<file path="config.mk">
export PLATFORM = sky130hd
export DESIGN_NAME = multdiv_sequencer
export DESIGN_NICKNAME = d
export VERILOG_FILES = /design/src/rtl/multdiv_sequencer.sv
export SDC_FILE = /design/constraint.sdc
export NUM_CORES = 1
export LEC_CHECK = 0
export CAP_MARGIN = 20
export CORE_MARGIN = 4
export CORE_UTILIZATION = 41
export CTS_CLUSTER_SIZE = 20
export DETAILED_ROUTE_END_ITERATION = 7
export MAX_ROUTING_LAYER = met4
export PLACE_DENSITY = 0.8
export SLEW_MARGIN = 20
export SYNTH_ARGS = -nofsm -noshare
export SYNTH_HDL_FRONTEND = slang
export SYNTH_SLANG_ARGS = --single-unit
</file>
<file path="constraint.sdc">
create_clock -name clock -period 1.9 [get_ports clock]
set_clock_uncertainty 0.05 [all_clocks]
set_input_delay 0.38 -clock clock [delete_from_list [all_inputs] [get_ports clock]]
set_output_delay 0.38 -clock clock [all_outputs]
set_load 0.02 [all_outputs]
</file>
<file path="src/rtl/multdiv_sequencer.sv">
// Issue/stall/writeback sequencer for the iterative multiplier/divider in the X stage.
// Launches one op, holds the front of the pipe until a result or timeout, then retires it in one WB cycle.
module multdiv_sequencer #(
    parameter int DATA_W      = 32,
    parameter int RD_W        = 5,
    parameter int TIMEOUT     = 64,
    parameter int RSTATUS_REG = 30,
    parameter int MULT_EXC    = 4,
    parameter int DIV_EXC     = 5
) (
    input  logic              clock,
    input  logic              reset_n,
    input  logic              issue_mult,
    input  logic              issue_div,
    input  logic [DATA_W-1:0] op_a,
    input  logic [DATA_W-1:0] op_b,
    input  logic [RD_W-1:0]   rd,
    input  logic              kill,
    output logic              md_start_mult,
    output logic              md_start_div,
    output logic [DATA_W-1:0] md_op_a,
    output logic [DATA_W-1:0] md_op_b,
    input  logic              md_result_rdy,
    input  logic [DATA_W-1:0] md_result,
    input  logic              md_exception,
    output logic              stall,
    output logic              busy,
    output logic              wb_valid,
    output logic [RD_W-1:0]   wb_rd,
    output logic [DATA_W-1:0] wb_data
);

    localparam int CNT_W = (TIMEOUT > 1) ? $clog2(TIMEOUT) : 1;
    localparam logic [CNT_W-1:0]  CNT_LAST  = CNT_W'(TIMEOUT - 1);
    localparam logic [RD_W-1:0]   RSTAT_IDX = RD_W'(RSTATUS_REG);
    localparam logic [DATA_W-1:0] MULT_CODE = DATA_W'(MULT_EXC);
    localparam logic [DATA_W-1:0] DIV_CODE  = DATA_W'(DIV_EXC);

    typedef enum logic [1:0] {
        S_IDLE,
        S_START,
        S_WAIT,
        S_WB
    } state_t;

    state_t              state_reg;
    logic [CNT_W-1:0]    count_reg;
    logic                is_div_reg;
    logic [RD_W-1:0]     rd_reg;
    logic                start_mult_reg;
    logic                start_div_reg;
    logic [DATA_W-1:0]   op_a_reg;
    logic [DATA_W-1:0]   op_b_reg;
    logic                wb_valid_reg;
    logic [RD_W-1:0]     wb_rd_reg;
    logic [DATA_W-1:0]   wb_data_reg;

    logic accept;
    logic [DATA_W-1:0] exc_code;

    assign accept   = (state_reg == S_IDLE) & (issue_mult | issue_div) & ~kill;
    assign exc_code = is_div_reg ? DIV_CODE : MULT_CODE;

    always_ff @(posedge clock or negedge reset_n) begin
        if (!reset_n) begin
            state_reg      <= S_IDLE;
            count_reg      <= '0;
            is_div_reg     <= 1'b0;
            rd_reg         <= '0;
            start_mult_reg <= 1'b0;
            start_div_reg  <= 1'b0;
            op_a_reg       <= '0;
            op_b_reg       <= '0;
            wb_valid_reg   <= 1'b0;
            wb_rd_reg      <= '0;
            wb_data_reg    <= '0;
        end else begin
            // Strobes default low so each is a single-cycle pulse.
            start_mult_reg <= 1'b0;
            start_div_reg  <= 1'b0;
            wb_valid_reg   <= 1'b0;
            wb_rd_reg      <= '0;
            wb_data_reg    <= '0;
            case (state_reg)
                S_IDLE: begin
                    if (accept) begin
                        op_a_reg       <= op_a;
                        op_b_reg       <= op_b;
                        rd_reg         <= rd;
                        is_div_reg     <= ~issue_mult;
                        start_mult_reg <= issue_mult;
                        start_div_reg  <= ~issue_mult;
                        state_reg      <= S_START;
                    end
                end
                S_START: begin
                    count_reg <= '0;
                    state_reg <= kill ? S_IDLE : S_WAIT;
                end
                S_WAIT: begin
                    count_reg <= count_reg + 1'b1;
                    if (kill) begin
                        state_reg <= S_IDLE;
                    end else if (md_result_rdy) begin
                        state_reg <= S_WB;
                        if (md_exception) begin
                            wb_valid_reg <= 1'b1;
                            wb_rd_reg    <= RSTAT_IDX;
                            wb_data_reg  <= exc_code;
                        end else begin
                            // Writes to r0 are architecturally dropped.
                            wb_valid_reg <= (rd_reg != '0);
                            wb_rd_reg    <= rd_reg;
                            wb_data_reg  <= md_result;
                        end
                    end else if (count_reg == CNT_LAST) begin
                        state_reg    <= S_WB;
                        wb_valid_reg <= 1'b1;
                        wb_rd_reg    <= RSTAT_IDX;
                        wb_data_reg  <= exc_code;
                    end
                end
                S_WB: begin
                    state_reg <= S_IDLE;
                end
                default: begin
                    state_reg <= S_IDLE;
                end
            endcase
        end
    end

    assign md_start_mult = start_mult_reg;
    assign md_start_div  = start_div_reg;
    assign md_op_a       = op_a_reg;
    assign md_op_b       = op_b_reg;
    assign busy          = (state_reg != S_IDLE);

    // Gated by reset_n so a held issue cannot raise stall while the block is in reset.
    assign stall = reset_n & (accept | (state_reg == S_START) | (state_reg == S_WAIT));

    // A flush arriving in the WB cycle still cancels the retiring write.
    assign wb_valid = wb_valid_reg & ~kill;
    assign wb_rd    = wb_valid ? wb_rd_reg : '0;
    assign wb_data  = wb_valid ? wb_data_reg : '0;

endmodule
</file>
* Yosys cells after proc, flatten, opt, wreduce, memory -nomap -nowiden *
Cells that the tools add are included.
W data, S select, Z words.

word-level totals
  register bits = 118
  bits of input ports = 108
  output and inout port bits = 106
  word-level logic and storage cells = 62

operators by class
  add/sub/neg operators = 1
  eq/ne operators = 6
  mux-type cells = 29
  bitwise gates (word level) = 9
  reductions and logical operators = 6

operators with widths
  cell                   count
  $mux W32               5
  $mux W5                6
  $pmux W6 S2            1
  $mux W1                10
  $mux W2                5
  $pmux W2 S4            1
  $add A6 B1 Y6 const B  1
  $eq A6 B6 Y1 const B   1
  $reduce_bool A5 Y1     1
  $and A1 B1 Y1          4
  $eq A2 B2 Y1 const B   2
  $ne A4 B4 Y1 const B   1
  $reduce_and A2 Y1      2
  $reduce_bool A2 Y1     2
  $mux W3                1
  $or A1 B1 Y1           3
  $eq A2 B1 Y1 const B   1
  $logic_not A2 Y1       1
  $ne A2 B2 Y1 const B   1
  $not A1 Y1             2

* Depth between registers and ports, before layout *
  depth in word-level cells = 6
  depth in mapped cells = 8
  gate-level depth less buffers = 6

* Least setup slack after synthesis *
No wires, ideal clock.

  kind = register to output
  start point = register state_reg[0]
  end point = output port stall
  arrival = 1.459 ns
  required time = 1.470 ns
  path slack = 0.011 ns
  cell stages (with the launch flop) = 8
  path buffers = 2
  cells stage by stage = dfrtp_1 inv_1 ha_1 inv_2 nor3_2 buf_4 buf_6 o31a_1

on the way
  longest elaborated chain between the ends = 6
  elaborated cells between the ends (all ways) = 8
  those cells by class = eq/ne: 2; bitwise: 5; reduce/logical: 1

ends and longest elaborated chain
  item                        line  text
  start: declaration          46    state_t state_reg;
  start signal: assignment    98    state_reg <= kill ? S_IDLE : S_WAIT;
  $logic_not A2 Y1            61    assign accept = (state_reg == S_IDLE) & (issue_mult | issue_div) & ~kill;
  $and A1 B1 Y1 (2 in a row)  61
  $or A1 B1 Y1                140   assign stall = reset_n & (accept | (state_reg == S_START) | (state_reg == S_WAIT));
  $or A1 B1 Y1 *              140
  $and A1 B1 Y1 *             140
  end: declaration            26    output logic stall,

Mark *: on every way between the ends. The rest lies on a longest branch, timed or not.

* Final worst setup path *
  start point = register state_reg[1]
  end point = output port stall

The elaborated chain is that of the path after synthesis.

==> metrics.md <==
| Metric | Value |
|---|---|
| Rows | `38` |
| Status | `finished, violations left` |
| IO Count | `around 210` |
| Layout filler cell count | `~710` |
| First-pass GRT wire length | `about 20 mm` |
| Critical path type | `reg2out` |
| Htree depth | `4` |
| CP Data Arrival Time | `around 1.5 ns` |
| R2R depth | `8` |
| Post-route setup slack | `-0.0584 ns` |
| Final core occ | `between 70 and 80%` |
| Final Max Slew Viols | `0` |
| Share of cells above drive strength 1 | `a little over a quarter` |
| Setup-failing EPs final | `19` |
| Met1 wire length | `5.32 mm` |
| Num CTS Buffers | `17` |
| Worst min path class | `in2async` |
| Final non-filler cell total | `731` |
| Worst-path clk slew | `~0.05 ns` |
| Sequential share of the synthesized area | `between 60% and 70%` |
| Most frequent cells in the layout | `171 x clkdlybuf4s50_1, 118 x dfrtp_1, 57 x mux2_1` |
| Synth warnings | `0` |
| DP HPWL | `between 8 and 9 mm` |
| Met2 routed WL | `6.70 mm` |
| Slew headroom | `~59%` |
| Unrepaired setup endpoints after global routing | `true` |
| Worst setup SP type | `flop` |
| Routed wire length | `approximately 13 mm` |
| Chip width | `115 µm` |
| Post-layout nets | `just under 700` |
| Initial drt markers | `approximately 120` |
| Post-synthesis instance total | `338` |
| Routability Congestion | `about 0.88` |
| GRT overflow | `0` |
| DRC viols | `0` |
| Most common cell after layout, fill and taps aside | `clkdlybuf4s50_1` |
| Setup Slack @ Placement | `-0.506 ns` |
| Placed Cells | `roughly 690` |
| Critical Path RT | `around 1.5 ns` |
| Syn-to-layout area delta | `73.6%` |
| Final Power | `~12000 µW` |
| Period minus WS final | `just under 2 ns` |
| Largest net degree at the start of global routing | `between 100 and 150` |
| Length of routed met3 wiring | `approximately 780 µm` |
| Most used DFF post-synth | `dfrtp_1` |
| Crit Path Max Fanout | `3` |
| Synthesized area | `approximately 0.0047 mm²` |
| Vias per cell | `between 4 and 5` |
| Post-synth net total | `451` |
| Drt first pass iters | `4` |
| Vias in the first global route | `just under 4k` |
| Leakage | `roughly 0.0036 µW` |
| Detailed-route via count | `about 3.5k` |
| Core area | `0.0110 mm²` |
| Clock sinks | `118` |
| Port bufs | `213` |
| Ys async rst share | `100%` |
| Die ar. | `between 0.01 and 0.015 mm²` |
| Worst-Margin Slew | `roughly 0.61 ns` |
| CTS tree | `done` |
| Ant. Diodes | `0` |
| Initial antenna violation count | `0` |
| Violated checks | `setup timing` |
| Multi-input gate area | `roughly 0.0017 mm²` |
| Routed WL per cell | `between 15 and 20 µm` |
| Worst IR Drop VDD | `1.05 mV` |
| Top Metal Used | `met4` |
| Die Ht | `between 100 and 150 µm` |
| Synth Area per Inst | `around 14 µm²` |
| Number of distinct library cells after synthesis | `30` |
| EDFF count, synth | `0` |
| MaxCap Viol Count | `0` |
| Fmax achieved | `511 MHz` |
| Post-synthesis register bit count | `118` |
| Worst skew pair latency | `about 0.40 ns` |
| Clock Tree Root | `clkbuf_16` |
| Hold Violations, Final | `0` |
| PD cells | `about 1500 mW/mm²` |
| Reg2reg end | `state_reg[1]` |
| Final ANT Viol Nets | `0` |
| Element type at the critical path end | `primary output` |
| GRT Overall Usage | `20.3%` |
| Maximum buffer depth of the clock tree | `2` |
| Initial Util | `42.5%` |
| Worst reg-to-reg setup slack | `0.04 ns` |
| Register area | `approximately 0.0030 mm²` |
| Period utilisation layout | `103%` |
| Worst R2R Start | `state_reg[0]` |
[timing repair]
item | CTS | global route
hold buffers | 0 | 0
gates resized for setup | 266 | 32
setup buffers | 4 | 1
pin swaps | 9 | 10
setup endpoints to repair | 41 | 94
gates cloned | 3 | 4
[logic make-up after synthesis]
logic type,count (synthesis),synth area share (%)
buf+inv,23,3.03
mux,72,17.3
compound gates,13,1.85
flops,118,63.3
xor+xnor,1,0.188
fa+ha+maj,5,1.34
simple gates,106,13.0
[how the worst max path moves through the flow]
stage          slack, ns  depth (start not counted)          from           to
2_1_floorplan       0.01                          7  state_reg[0]        stall
6_report           -0.06                          5  state_reg[1]        stall
4_1_cts            -0.07                          6  state_reg[0]        stall
3_3_place_gp       -0.49                          5          kill   wb_data[0]
3_5_place_dp       -0.51                          5          kill     wb_rd[2]
5_1_grt            -0.13                          5  wb_valid_reg  wb_data[23]
[per-layer routing]
metal  global-route usage [%]  vias to the layer above
met4                     8.55                        0
met3                     5.50                       32
met1                     22.5                     1701
met5                        -                        -
li1                         -                     1614
met2                     34.3                      147
[final cells by class]
type	instances	area share, %
multi-input combinational	197	21.2
inverter	6	0.278
tap	140	2.16
clock buffer	21	5.93
clock inverter	11	2.41
timing repair buffer	238	31.5
sequential	118	36.5
[synth_stat cells, types with 2 or more instances]
cell type / n / share of area, %
mux2_2: 12 / 2.9
nor2b_1: 3 / 0.40
mux2i_1: 3 / 0.64
nand2_1: 3 / 0.24
nor4_1: 2 / 0.27
ha_1: 5 / 1.3
nand2b_1: 3 / 0.40
a21oi_1: 3 / 0.32
and2_1: 69 / 9.3
nor2_1: 20 / 1.6
o21ai_0: 5 / 0.54
mux2_1: 57 / 14
nand3_1: 2 / 0.21
inv_1: 5 / 0.40
buf_2: 5 / 0.54
dfrtp_1: 118 / 63
buf_6: 6 / 1.4
clkbuf_1: 5 / 0.40
[through the flow]
stage               hold WS (ns)  instance area (µm²)  setup TNS [ns]
detailed placement         0.424                 7020          -38.40
global placement           0.416                 7020          -35.45
floorplan                 0.0344                 4670               0
CTS                       0.0816                 7920          -0.436
global route              0.0956                 8100           -2.95
finish                    0.0514                 8100          -0.476
[critical path: stages, from the launching register on]
cell     delay, ns
dfrtp_1       0.36
inv_2         0.07
buf_6         0.12
ha_4          0.15
o31a_1        0.29
buf_6         0.13
[where the power goes]
part | internal, µW | switching [µW] | leakage [µW]
sequential | 3340 | 428 | 0.00149
clock | 2470 | 1120 | 0.000322
combinational | 2380 | 2090 | 0.00180
total | 8190 | 3630 | 0.00361
Note: power is estimated with default switching activity, not from simulation.
